File: src/rtl/mem_stage_pkg.sv
// Shared definitions for the MIPS memory stage: opcodes, exception codes, address map.
// Also holds the load/store decode and the E/M register layout.
package mem_stage_pkg;

    localparam logic [5:0] OP_LB  = 6'h20;
    localparam logic [5:0] OP_LH  = 6'h21;
    localparam logic [5:0] OP_LW  = 6'h23;
    localparam logic [5:0] OP_LBU = 6'h24;
    localparam logic [5:0] OP_LHU = 6'h25;
    localparam logic [5:0] OP_SB  = 6'h28;
    localparam logic [5:0] OP_SH  = 6'h29;
    localparam logic [5:0] OP_SW  = 6'h2B;

    localparam logic [4:0] EXC_NONE = 5'd0;
    localparam logic [4:0] EXC_ADEL = 5'd4;
    localparam logic [4:0] EXC_ADES = 5'd5;
    localparam logic [4:0] EXC_OV   = 5'd12;

    localparam logic [31:0] TC0_LO    = 32'h0000_7F00;
    localparam logic [31:0] TC0_HI    = 32'h0000_7F0B;
    localparam logic [31:0] TC1_LO    = 32'h0000_7F10;
    localparam logic [31:0] TC1_HI    = 32'h0000_7F1B;
    localparam logic [31:0] IG_LO     = 32'h0000_7F20;
    localparam logic [31:0] IG_HI     = 32'h0000_7F23;
    localparam logic [31:0] TC0_COUNT = 32'h0000_7F08;
    localparam logic [31:0] TC1_COUNT = 32'h0000_7F18;

    typedef enum logic [1:0] {
        SZ_BYTE = 2'd0,
        SZ_HALF = 2'd1,
        SZ_WORD = 2'd2
    } mem_size_t;

    typedef struct packed {
        logic      is_load;
        logic      is_store;
        mem_size_t size;
        logic      uns;
    } mem_op_t;

    typedef struct packed {
        logic [31:0] instr;
        logic [31:0] pc;
        logic [31:0] alu_out;
        logic [31:0] wdata;
        logic [4:0]  write_reg;
        logic [4:0]  exc_code;
        logic        isdelay;
    } em_reg_t;

    function automatic mem_op_t decode_op(input logic [5:0] opcode);
        mem_op_t op;
        op = '{is_load: 1'b0, is_store: 1'b0, size: SZ_WORD, uns: 1'b0};
        case (opcode)
            OP_LW:   begin op.is_load  = 1'b1; op.size = SZ_WORD; end
            OP_LH:   begin op.is_load  = 1'b1; op.size = SZ_HALF; end
            OP_LHU:  begin op.is_load  = 1'b1; op.size = SZ_HALF; op.uns = 1'b1; end
            OP_LB:   begin op.is_load  = 1'b1; op.size = SZ_BYTE; end
            OP_LBU:  begin op.is_load  = 1'b1; op.size = SZ_BYTE; op.uns = 1'b1; end
            OP_SW:   begin op.is_store = 1'b1; op.size = SZ_WORD; end
            OP_SH:   begin op.is_store = 1'b1; op.size = SZ_HALF; end
            OP_SB:   begin op.is_store = 1'b1; op.size = SZ_BYTE; end
            default: ;
        endcase
        return op;
    endfunction

    function automatic logic in_range(input logic [31:0] a, input logic [31:0] lo,
                                      input logic [31:0] hi);
        return (a >= lo) && (a <= hi);
    endfunction

endpackage

File: src/rtl/mem_align.sv
// Lane steering for the data bus: byte enables, store replication, load extract/extend.
// Purely combinational, zero latency; no flow control of its own.
module mem_align
    import mem_stage_pkg::*;
(
    input  mem_size_t   size,
    input  logic        uns,
    input  logic [1:0]  addr_lo,
    input  logic        store_en,
    input  logic        load_en,
    input  logic [31:0] wdata,
    input  logic [31:0] rdata,
    output logic [3:0]  byteen,
    output logic [31:0] wdata_rep,
    output logic [31:0] load_data
);

    logic [7:0]  rd_byte;
    logic [15:0] rd_half;

    always_comb begin
        byteen = 4'b0000;
        if (store_en) begin
            case (size)
                SZ_WORD: byteen = 4'b1111;
                SZ_HALF: byteen = addr_lo[1] ? 4'b1100 : 4'b0011;
                SZ_BYTE: byteen = 4'b0001 << addr_lo;
                default: byteen = 4'b0000;
            endcase
        end
    end

    // Replicate narrow stores so the enabled lane always carries the data.
    always_comb begin
        case (size)
            SZ_HALF: wdata_rep = {2{wdata[15:0]}};
            SZ_BYTE: wdata_rep = {4{wdata[7:0]}};
            default: wdata_rep = wdata;
        endcase
    end

    always_comb begin
        case (addr_lo)
            2'd0:    rd_byte = rdata[7:0];
            2'd1:    rd_byte = rdata[15:8];
            2'd2:    rd_byte = rdata[23:16];
            default: rd_byte = rdata[31:24];
        endcase
        rd_half = addr_lo[1] ? rdata[31:16] : rdata[15:0];
    end

    always_comb begin
        load_data = 32'h0;
        if (load_en) begin
            case (size)
                SZ_BYTE: load_data = uns ? {24'h0, rd_byte}
                                         : {{24{rd_byte[7]}}, rd_byte};
                SZ_HALF: load_data = uns ? {16'h0, rd_half}
                                         : {{16{rd_half[15]}}, rd_half};
                default: load_data = rdata;
            endcase
        end
    end

endmodule

File: src/rtl/mem_stage.sv
// MIPS memory stage: E/M register, address exception checks, bus request/ready FSM.
// Outputs follow the E/M register combinationally; Stall_Bus holds upstream while an access waits.
module mem_stage
    import mem_stage_pkg::*;
#(
    parameter int unsigned TIMEOUT = 16,
    parameter logic [31:0] DM_TOP  = 32'h0000_2FFF
) (
    input  logic        clk,
    input  logic        reset,
    input  logic        Req,
    input  logic [31:0] Instr_M_In,
    input  logic [31:0] PC_M_In,
    input  logic [31:0] ALUOut_M_In,
    input  logic [31:0] WriteData_M_In,
    input  logic [4:0]  WriteReg_M_In,
    input  logic [4:0]  ExcCode_M_In,
    input  logic        isdelay_M_In,
    output logic [31:0] m_addr,
    output logic [31:0] m_wdata,
    output logic [3:0]  m_byteen,
    output logic        m_req,
    input  logic [31:0] m_rdata,
    input  logic        m_ready,
    output logic        Stall_Bus,
    output logic [31:0] Instr_M_Out,
    output logic [31:0] PC_M_Out,
    output logic [31:0] ALUOut_M_Out,
    output logic [31:0] LoadData_M_Out,
    output logic [4:0]  WriteReg_M_Out,
    output logic [4:0]  ExcCode_M_Out,
    output logic        isdelay_M_Out
);

    localparam int unsigned   CNT_W    = (TIMEOUT > 2) ? $clog2(TIMEOUT) : 1;
    localparam logic [CNT_W-1:0] CNT_LAST = CNT_W'(TIMEOUT - 1);

    localparam logic [0:0] ST_IDLE = 1'b0;
    localparam logic [0:0] ST_WAIT = 1'b1;

    em_reg_t          em_q;
    em_reg_t          em_d;
    logic [0:0]       state_q, state_d;
    logic [CNT_W-1:0] cnt_q, cnt_d;

    mem_op_t          op;
    logic [31:0]      addr;
    logic             is_access;
    logic             misaligned;
    logic             in_dm;
    logic             in_io;
    logic             addr_bad;
    logic [4:0]       fault_code;
    logic             access_vld;
    logic             timeout_now;

    assign em_d = '{instr:     Instr_M_In,
                    pc:        PC_M_In,
                    alu_out:   ALUOut_M_In,
                    wdata:     WriteData_M_In,
                    write_reg: WriteReg_M_In,
                    exc_code:  ExcCode_M_In,
                    isdelay:   isdelay_M_In};

    always_ff @(posedge clk or posedge reset) begin
        if (reset) begin
            em_q <= '0;
        end else if (Req) begin
            em_q <= '0;
        end else if (!Stall_Bus) begin
            em_q <= em_d;
        end
    end

    assign Instr_M_Out    = em_q.instr;
    assign PC_M_Out       = em_q.pc;
    assign ALUOut_M_Out   = em_q.alu_out;
    assign WriteReg_M_Out = em_q.write_reg;
    assign isdelay_M_Out  = em_q.isdelay;

    assign op        = decode_op(em_q.instr[31:26]);
    assign addr      = em_q.alu_out;
    assign is_access = op.is_load | op.is_store;

    assign misaligned = ((op.size == SZ_WORD) && (addr[1:0] != 2'b00)) ||
                        ((op.size == SZ_HALF) && addr[0]);
    assign in_dm      = (addr <= DM_TOP);
    assign in_io      = in_range(addr, TC0_LO, TC0_HI) |
                        in_range(addr, TC1_LO, TC1_HI) |
                        in_range(addr, IG_LO, IG_HI);

    // Timer count registers are read-only; peripherals accept only full words.
    assign addr_bad = is_access &
                      (misaligned | !(in_dm | in_io) |
                       (in_io & (op.size != SZ_WORD)) |
                       (op.is_store & ((addr == TC0_COUNT) | (addr == TC1_COUNT))));

    assign fault_code = op.is_store ? EXC_ADES : EXC_ADEL;
    assign access_vld = is_access & (em_q.exc_code == EXC_NONE) & !addr_bad & !Req;

    assign timeout_now = access_vld & (state_q == ST_WAIT) & (cnt_q == CNT_LAST) & !m_ready;

    assign m_req     = access_vld;
    assign Stall_Bus = m_req & !m_ready & !timeout_now;
    assign m_addr    = {addr[31:2], 2'b00};

    always_comb begin
        ExcCode_M_Out = EXC_NONE;
        if (em_q.exc_code != EXC_NONE) begin
            ExcCode_M_Out = em_q.exc_code;
        end else if (addr_bad || timeout_now) begin
            ExcCode_M_Out = fault_code;
        end
    end

    // Any loss of validity (Req flush) or completion returns to IDLE with a fresh count.
    always_comb begin
        state_d = state_q;
        cnt_d   = cnt_q;
        case (state_q)
            ST_IDLE: begin
                if (access_vld && !m_ready) begin
                    state_d = ST_WAIT;
                    cnt_d   = CNT_W'(1);
                end
            end
            ST_WAIT: begin
                if (!access_vld || m_ready || (cnt_q == CNT_LAST)) begin
                    state_d = ST_IDLE;
                    cnt_d   = '0;
                end else begin
                    cnt_d = cnt_q + CNT_W'(1);
                end
            end
            default: begin
                state_d = ST_IDLE;
                cnt_d   = '0;
            end
        endcase
    end

    always_ff @(posedge clk or posedge reset) begin
        if (reset) begin
            state_q <= ST_IDLE;
            cnt_q   <= '0;
        end else begin
            state_q <= state_d;
            cnt_q   <= cnt_d;
        end
    end

    mem_align u_align (
        .size      (op.size),
        .uns       (op.uns),
        .addr_lo   (addr[1:0]),
        .store_en  (access_vld & op.is_store),
        .load_en   (access_vld & op.is_load & m_ready),
        .wdata     (em_q.wdata),
        .rdata     (m_rdata),
        .byteen    (m_byteen),
        .wdata_rep (m_wdata),
        .load_data (LoadData_M_Out)
    );

endmodule

File: config.mk
export PLATFORM = sky130hd
export DESIGN_NAME = mem_stage
export DESIGN_NICKNAME = d
export VERILOG_FILES = /design/src/rtl/mem_stage_pkg.sv /design/src/rtl/mem_align.sv /design/src/rtl/mem_stage.sv
export SDC_FILE = /design/constraint.sdc
export NUM_CORES = 1
export LEC_CHECK = 0
export BUFFER_PORTS_ARGS = -buffer_cell sky130_fd_sc_hd__buf_2
export CAP_MARGIN = 20
export CORE_AREA = 2 2 151 153
export DETAILED_ROUTE_END_ITERATION = 8
export DIE_AREA = 0 0 153 155
export MAX_ROUTING_LAYER = met4
export PLACE_DENSITY = 0.74
export SLEW_MARGIN = 10
export SYNTH_ARGS = -nofsm -noshare
export SYNTH_HDL_FRONTEND = slang
export SYNTH_SLANG_ARGS = --single-unit
File: constraint.sdc
create_clock -name clk -period 5.2 [get_ports clk]
set_input_delay 1.04 -clock clk [delete_from_list [all_inputs] [get_ports clk]]
set_output_delay 1.04 -clock clk [all_outputs]
set_load 0.005 [all_outputs]
==> impl_metrics.csv, run 1 <==
group,metric,value,unit
sta,fin_skew,0.0152,ns
sta,fmax,230,MHz
placement,dp_hpwl,17.7,mm
routing,vias,7426,
global_routing,grt_first_pass_wirelength,37.7,mm
logic_synthesis,postSynthAreaPerCell,8.58,um2
clocking,post_cts_buffers,0,
final_layout,utilization,0.445,
sta,worst_slew_pin_slew,0.889,ns
routing,drt_iter0_drc,558,
min_path,min_to,"PC_M_Out[14]",
logic_synthesis,synth_seq_area_share,0.436,
global_routing,globalRouteTotalUtil,0.204,
clocking,path_clk_slew,0.07,ns
setup_path,required,4.16,ns
logic_synthesis,ys_top_cells_by_area,"dfrtp_1 (44%), buf_4 (13%), nand2_1 (13%), a21oi_1 (7.4%), mux4_2 (2.2%)",
setup_path,crit_path_max_incr_delay,0.59,ns
routing,wl,24.1,mm
clocking,cts-htree-levels,4,
clocking,clock_latency,0.41,ns
clocking,clockBufferDepth,2,
logic_synthesis,synthesis.area,8270,um2
routing,via_per_inst,5.03,
sta,finalSetupTns,0,ns
final_layout,drive_gt1_frac,0.384,
global_routing,grt_max_degree,99,
global_routing,use_met2,0.337,
status,status,"finished, final reports clean",
logic_synthesis,syn_inst,964,
global_routing,antenna_found_initial,4,
sta,period_minus_slack,4.36,ns
final_layout,nets,1351,
setup_path,rrSetupSlack,1.94,ns
global_routing,met3_usage,0.0432,
routing,firstDrtPassIters,5,
routing,detail-route-antenna-nets,0,
sta,fin_crit_sh,0.838,
setup_path,start_kind,"flop",
die,die_area,23700,um2
clocking,cts_hold_buf,0,
logic_synthesis,ys_ff_latch,144,
routing,wire_per_inst,16.3,um
setup_path,path_max_fanout,25,
die,rows,55,
power,ir_worst_vdd,197,uV
setup_path,r2r_cells,8,
setup_path,regToRegEndpoint,"WriteReg_M_Out[1]",
placement,portBuffers,381,
clocking,cts_root_buf,"clkbuf_16",
clocking,post_cts_resized,0,
logic_synthesis,synth_top_area_share,0.436,
min_path,hold_path.class,"reg2reg",
logic_synthesis,ys.flop_type,"dfrtp_1",
logic_synthesis,synth.most_common_cell,"nand2_1",
global_routing,grtUsageMet1,0.241,
power,power.leakage,5.27,nW
clocking,cts_tree,"yes",
setup_path,cp-end-kind,"output pin",
global_routing,overflow,0,
sta,slew_headroom,0.407,
sta,setup_viol,0,
logic_synthesis,synth.distinct_cells,56,
routing,drcViolationCount,0,
min_path,hold_depth,2,
sta,rsz0062_at_grt,"false",
logic_synthesis,ys.warnings.count,0,
setup_path,crit_slowest_cell,"and3_1",
clocking,cts.sinks,144,
die,core-area,22200,um2
setup_path,cp.arrival,3.32,ns
min_path,min_from,"PC_M_Out[14]",
logic_synthesis,synth_commonest_cells,"nand2_1 (292), buf_4 (147), dfrtp_1 (144), a21oi_1 (123), clkbuf_1 (29)",
global_routing,grt_pass1_vias,7256,
setup_path,cp_cell_sequence,"buf_4 -> nor2b_1 -> o2111ai_1 -> nor2_1 -> o2111a_2 -> and3_1 -> o21a_1 -> buf_2",
flow_run,maxCapViolCount,0,
logic_synthesis,async_reset_ff_frac,1.00,
power,powerDensity,284,nW/um2
final_layout,syn_to_final_growth,19.6,%
global_routing,grt.busiest_layer,"met2",
logic_synthesis,synth.largest_area_cell,"dfrtp_1",
die,initial_core_util,0.372,
sta,slew_violations,0,
setup_path,r2r-start,"Instr_M_Out[26]",
logic_synthesis,synth_edf_count,0,
placement,routabilityCongestion,0.957,
die,io_pins,384,
clocking,cts_inserted_buffers,17,
sta,hold_viol_final,0,
die,die_h,155,um
die,chipWidth,153,um
setup_path,crit_type,"reg2out",
[worst max-delay path by stage]
| stage | startpoint | to | slack [ns] | cells past startpoint |
|---|---|---|---|---|
| 2_1_floorplan | reset | ALUOut_M_Out[0] | 0.29 | 1 |
| 3_3_place_gp | Req | LoadData_M_Out[31] | 1.26 | 6 |
| 3_5_place_dp | Req | LoadData_M_Out[31] | 1.22 | 6 |
| 4_1_cts | Instr_M_Out[26] | LoadData_M_Out[31] | 0.88 | 8 |
| 5_1_grt | Instr_M_Out[26] | LoadData_M_Out[7] | 0.62 | 8 |
| 6_report | Instr_M_Out[26] | LoadData_M_Out[27] | 0.84 | 8 |
[cell type report]
class / instances / area, um2
flip-flops and latches: 144 / 3600
repair buffers: 394 / 2010
diodes: 4 / 10.0
clock buffers: 19 / 453
clock inverters: 13 / 146
multi-input cells: 613 / 3290
inverters: 5 / 23.8
fillers: 2206 / 12300
well taps: 285 / 357
[routing by layer]
layer  wire length (um)  vias up
met1               9830     3483
met5                  0        -
li1                   -     3513
met3               1670       51
met2              11900      379
met4                725        0
[worst max-delay path, delay by kind of cell (launching register included)]
kind	cells	cell delay [ns]
AO/OA/AOI/OAI	3	0.72
buffers and inverters	2	0.49
flip-flops	1	0.52
AND/OR/NAND/NOR	3	1.16
[registers in the layout, indices dropped and copies added (netlist names)]
| signal | flops |
|---|---|
| em_q | 37 |
| ALUOut_M_Out | 32 |
| Instr_M_Out | 32 |
| PC_M_Out | 32 |
| WriteReg_M_Out | 5 |
| cnt_q | 4 |
| isdelay_M_Out | 1 |
| state_q | 1 |
[kinds of logic (layout without fill, tap and decap cells)]
| kind of cell | count (synthesis) | in the layout | share of synthesized area |
|---|---|---|---|
| mux | 24 | 24 | 0.0423 |
| simple gates | 368 | 368 | 0.187 |
| buf+inv | 208 | 431 | 0.170 |
| compound gates | 218 | 218 | 0.163 |
| other cells | 1 | 6 | 0.000453 |
| flops | 144 | 144 | 0.436 |
| fa+ha+maj | 1 | 1 | 0.00151 |
[cells in the final DEF, fill, tap and decap left out, types with 3 or more instances in the layout]
cell / count
a211oi_1: 8
a21oi_1: 123
a31oi_1: 9
and2_1: 28
and3_1: 6
buf_2: 380
buf_4: 14
clkbuf_16: 17
dfrtp_1: 144
diode_2: 4
inv_1: 3
inv_6: 8
mux2_2: 8
mux2i_1: 8
mux4_2: 8
nand2_1: 292
nand2b_1: 5
nand3_1: 6
nor2_1: 11
nor2b_1: 5
nor4_1: 3
o21a_1: 17
o21ai_0: 15
o22ai_1: 16
o2bb2ai_1: 9
[metrics by stage]
stage	hold WS (ns)	power [mW]	cell area (um2)	setup WS, ns	instances
global placement	0.495	1.58	9280	1.26	1441
detailed placement	0.512	1.59	9280	1.22	1441
finish	0.518	2.81	9890	0.844	1477
global route	0.539	2.94	9890	0.619	1477
floorplan	0.474	1.47	8280	0.294	965
CTS	0.522	2.84	9880	0.882	1473
[report_power, final]
| part | internal, mW | leakage [nW] | switching, mW |
|---|---|---|---|
| clock network | 0.742 | 0.292 | 0.504 |
| registers | 1.18 | 1.86 | 0.0458 |
| logic | 0.159 | 3.12 | 0.185 |
| total | 2.08 | 5.27 | 0.734 |
Note: power is estimated with default switching activity, not from simulation.
==> run 2: changes to the inputs <==
- PLACE_DENSITY: 0.74 -> 0.72
- clock period: 5.2 -> 4.1 ns (I/O delays scaled with it)
==> impl_metrics.csv, run 2 (synthesis results as in run 1) <==
group,metric,value,unit
setup_path,start_kind,"flop",
global_routing,use_met2,0.333,
global_routing,met3_usage,0.0457,
routing,wire_per_inst,16.6,um
routing,wl,24.5,mm
final_layout,syn_to_final_growth,19.9,%
clocking,clockBufferDepth,2,
global_routing,antenna_found_initial,3,
sta,slew_headroom,0.234,
status,status,"finished, final reports clean",
die,die_area,23700,um2
clocking,cts-htree-levels,4,
placement,portBuffers,381,
placement,place_ws,0.585,ns
sta,fin_skew,0.0147,ns
power,power.switching,1.03,mW
clocking,cts_root_buf,"clkbuf_16",
setup_path,required,3.28,ns
final_layout,multi_input_area,3300,um2
power,power.leakage,5.28,nW
routing,vias,7427,
global_routing,globalRouteTotalUtil,0.206,
clocking,cts_tree,"yes",
power,clock_power_share,0.438,
setup_path,cp-end-kind,"output pin",
sta,setup_viol,0,
sta,worst_slack,0.198,ns
sta,fmax,256,MHz
placement,dp_hpwl,17.5,mm
setup_path,path_max_fanout,16,
routing,drt_iter0_drc,673,
power,p_comb_frac,0.126,
die,rows,55,
routing,via_per_inst,5.03,
final_layout,fillers,2227,
routing,firstDrtPassIters,5,
die,initial_core_util,0.372,
clocking,post_cts_buffers,0,
setup_path,crit_type,"reg2out",
power,powerDensity,357,nW/um2
sta,slew_violations,0,
clocking,cts_inserted_buffers,17,
power,ir_worst_vdd,276,uV
global_routing,overflow,0,
clocking,path_clk_slew,0.07,ns
power,p_total,3.54,mW
routing,drcViolationCount,0,
global_routing,grt_first_pass_wirelength,38.1,mm
routing,detail-route-antenna-nets,0,
global_routing,grtUsageMet1,0.258,
final_layout,largest_reg_flops,37,
final_layout,drive_gt1_frac,0.386,
sta,fin_crit_sh,0.952,
clocking,clock_latency,0.43,ns
final_layout,ff_latch_area,3600,um2
sta,finalSetupTns,0,ns
die,io_pins,384,
die,core-area,22200,um2
final_layout,final_common_cell,"buf_2",
final_layout,nets,1350,
sta,period_minus_slack,3.90,ns
global_routing,grt_max_degree,99,
sta,worst_slew_pin_slew,1.15,ns
global_routing,grt.busiest_layer,"met2",
sta,hold_viol_final,0,
final_layout,regMostFlops,"em_q",
die,chipWidth,153,um
power,intPower,2.52,mW
clocking,cts.sinks,144,
final_layout,mostFrequentLayoutCells,"buf_2 (380), nand2_1 (292), dfrtp_1 (144), a21oi_1 (123), and2_1 (28)",
die,die_h,155,um
global_routing,grt_pass1_vias,7135,
setup_path,cp.arrival,3.08,ns
power,swShare,0.290,
power,power_frac_seq,0.436,
placement,routabilityCongestion,0.896,
min_path,hold_path.class,"in2async",
flow_run,maxCapViolCount,0,
-- run 2: cell types whose count changed in the layout (fill, tap and decap cells not counted), sizes merged --
cell      delta
clkinv       +4
bufinv       -2
clkbuf       -2
buf          -1
clkinvlp     -1
inv          +1
-- run 2: repair_timing --
action / 4_1_cts / 5_1_grt
setup endpoints to repair: 0 / 32
hold buffers: 0 / 0
resized for setup: 0 / 2
-- run 2: per-stage QoR --
stage | utilization | std cells | instance area [um2] | hold WS (ns)
global route | 0.446 | 1475 | 9920 | 0.433
floorplan | - | 965 | 8280 | 0.474
global placement | 0.419 | 1440 | 9320 | 0.499
CTS | 0.446 | 1472 | 9910 | 0.401
detailed placement | 0.419 | 1440 | 9320 | 0.506
finish | 0.446 | 1476 | 9920 | 0.413
-- run 2: routing by layer --
metal  part of all wire  wire length, um
met4              0.026              633
met2               0.49            11900
met5                  0                0
met3              0.068             1660
met1               0.42            10300
-- run 2: critical path, cell delays in order (launching register included) --
cell and delay [ns]:
dfrtp_1 0.46, a2111oi_0 0.53, o2111ai_1 0.25, nor2_1 0.37
o2111a_2 0.34, and3_2 0.43, o21a_1 0.18, buf_2 0.10
-- run 2: path summary, 6_finish.rpt --
kind                              startpoint            endpoint  slack (ns)  cells past startpoint
min in group clk           WriteReg_M_Out[2]   WriteReg_M_Out[2]        0.52                      2
hold / removal                         reset        PC_M_Out[10]        0.41                      2
max in group asynchronous              reset            em_q[32]        2.76                      3
hold reg to reg            WriteReg_M_Out[2]   WriteReg_M_Out[2]        0.52                      2
setup reg to reg             Instr_M_Out[29]        PC_M_Out[28]        1.11                      7
setup / recovery             Instr_M_Out[29]  LoadData_M_Out[30]        0.20                      7
-- run 2: area by class of cell --
type	instances	area share
Multi-Input combinational cell	613	0.333
Tap cell	285	0.0359
Antenna cell	4	0.00101
Clock inverter	15	0.0168
Timing Repair Buffer	393	0.205
Sequential cell	144	0.363
Clock buffer	17	0.0429
Inverter	5	0.00227
-- run 2: power groups by stage --
stage | clock network, mW | logic, mW | registers, mW
4_1_cts | 1.59 | 0.449 | 1.54
2_1_floorplan | 0 | 0.304 | 1.56
5_1_grt | 1.65 | 0.492 | 1.55
3_3_place_gp | 0 | 0.443 | 1.57
3_5_place_dp | 0 | 0.447 | 1.57
6_report | 1.55 | 0.446 | 1.54
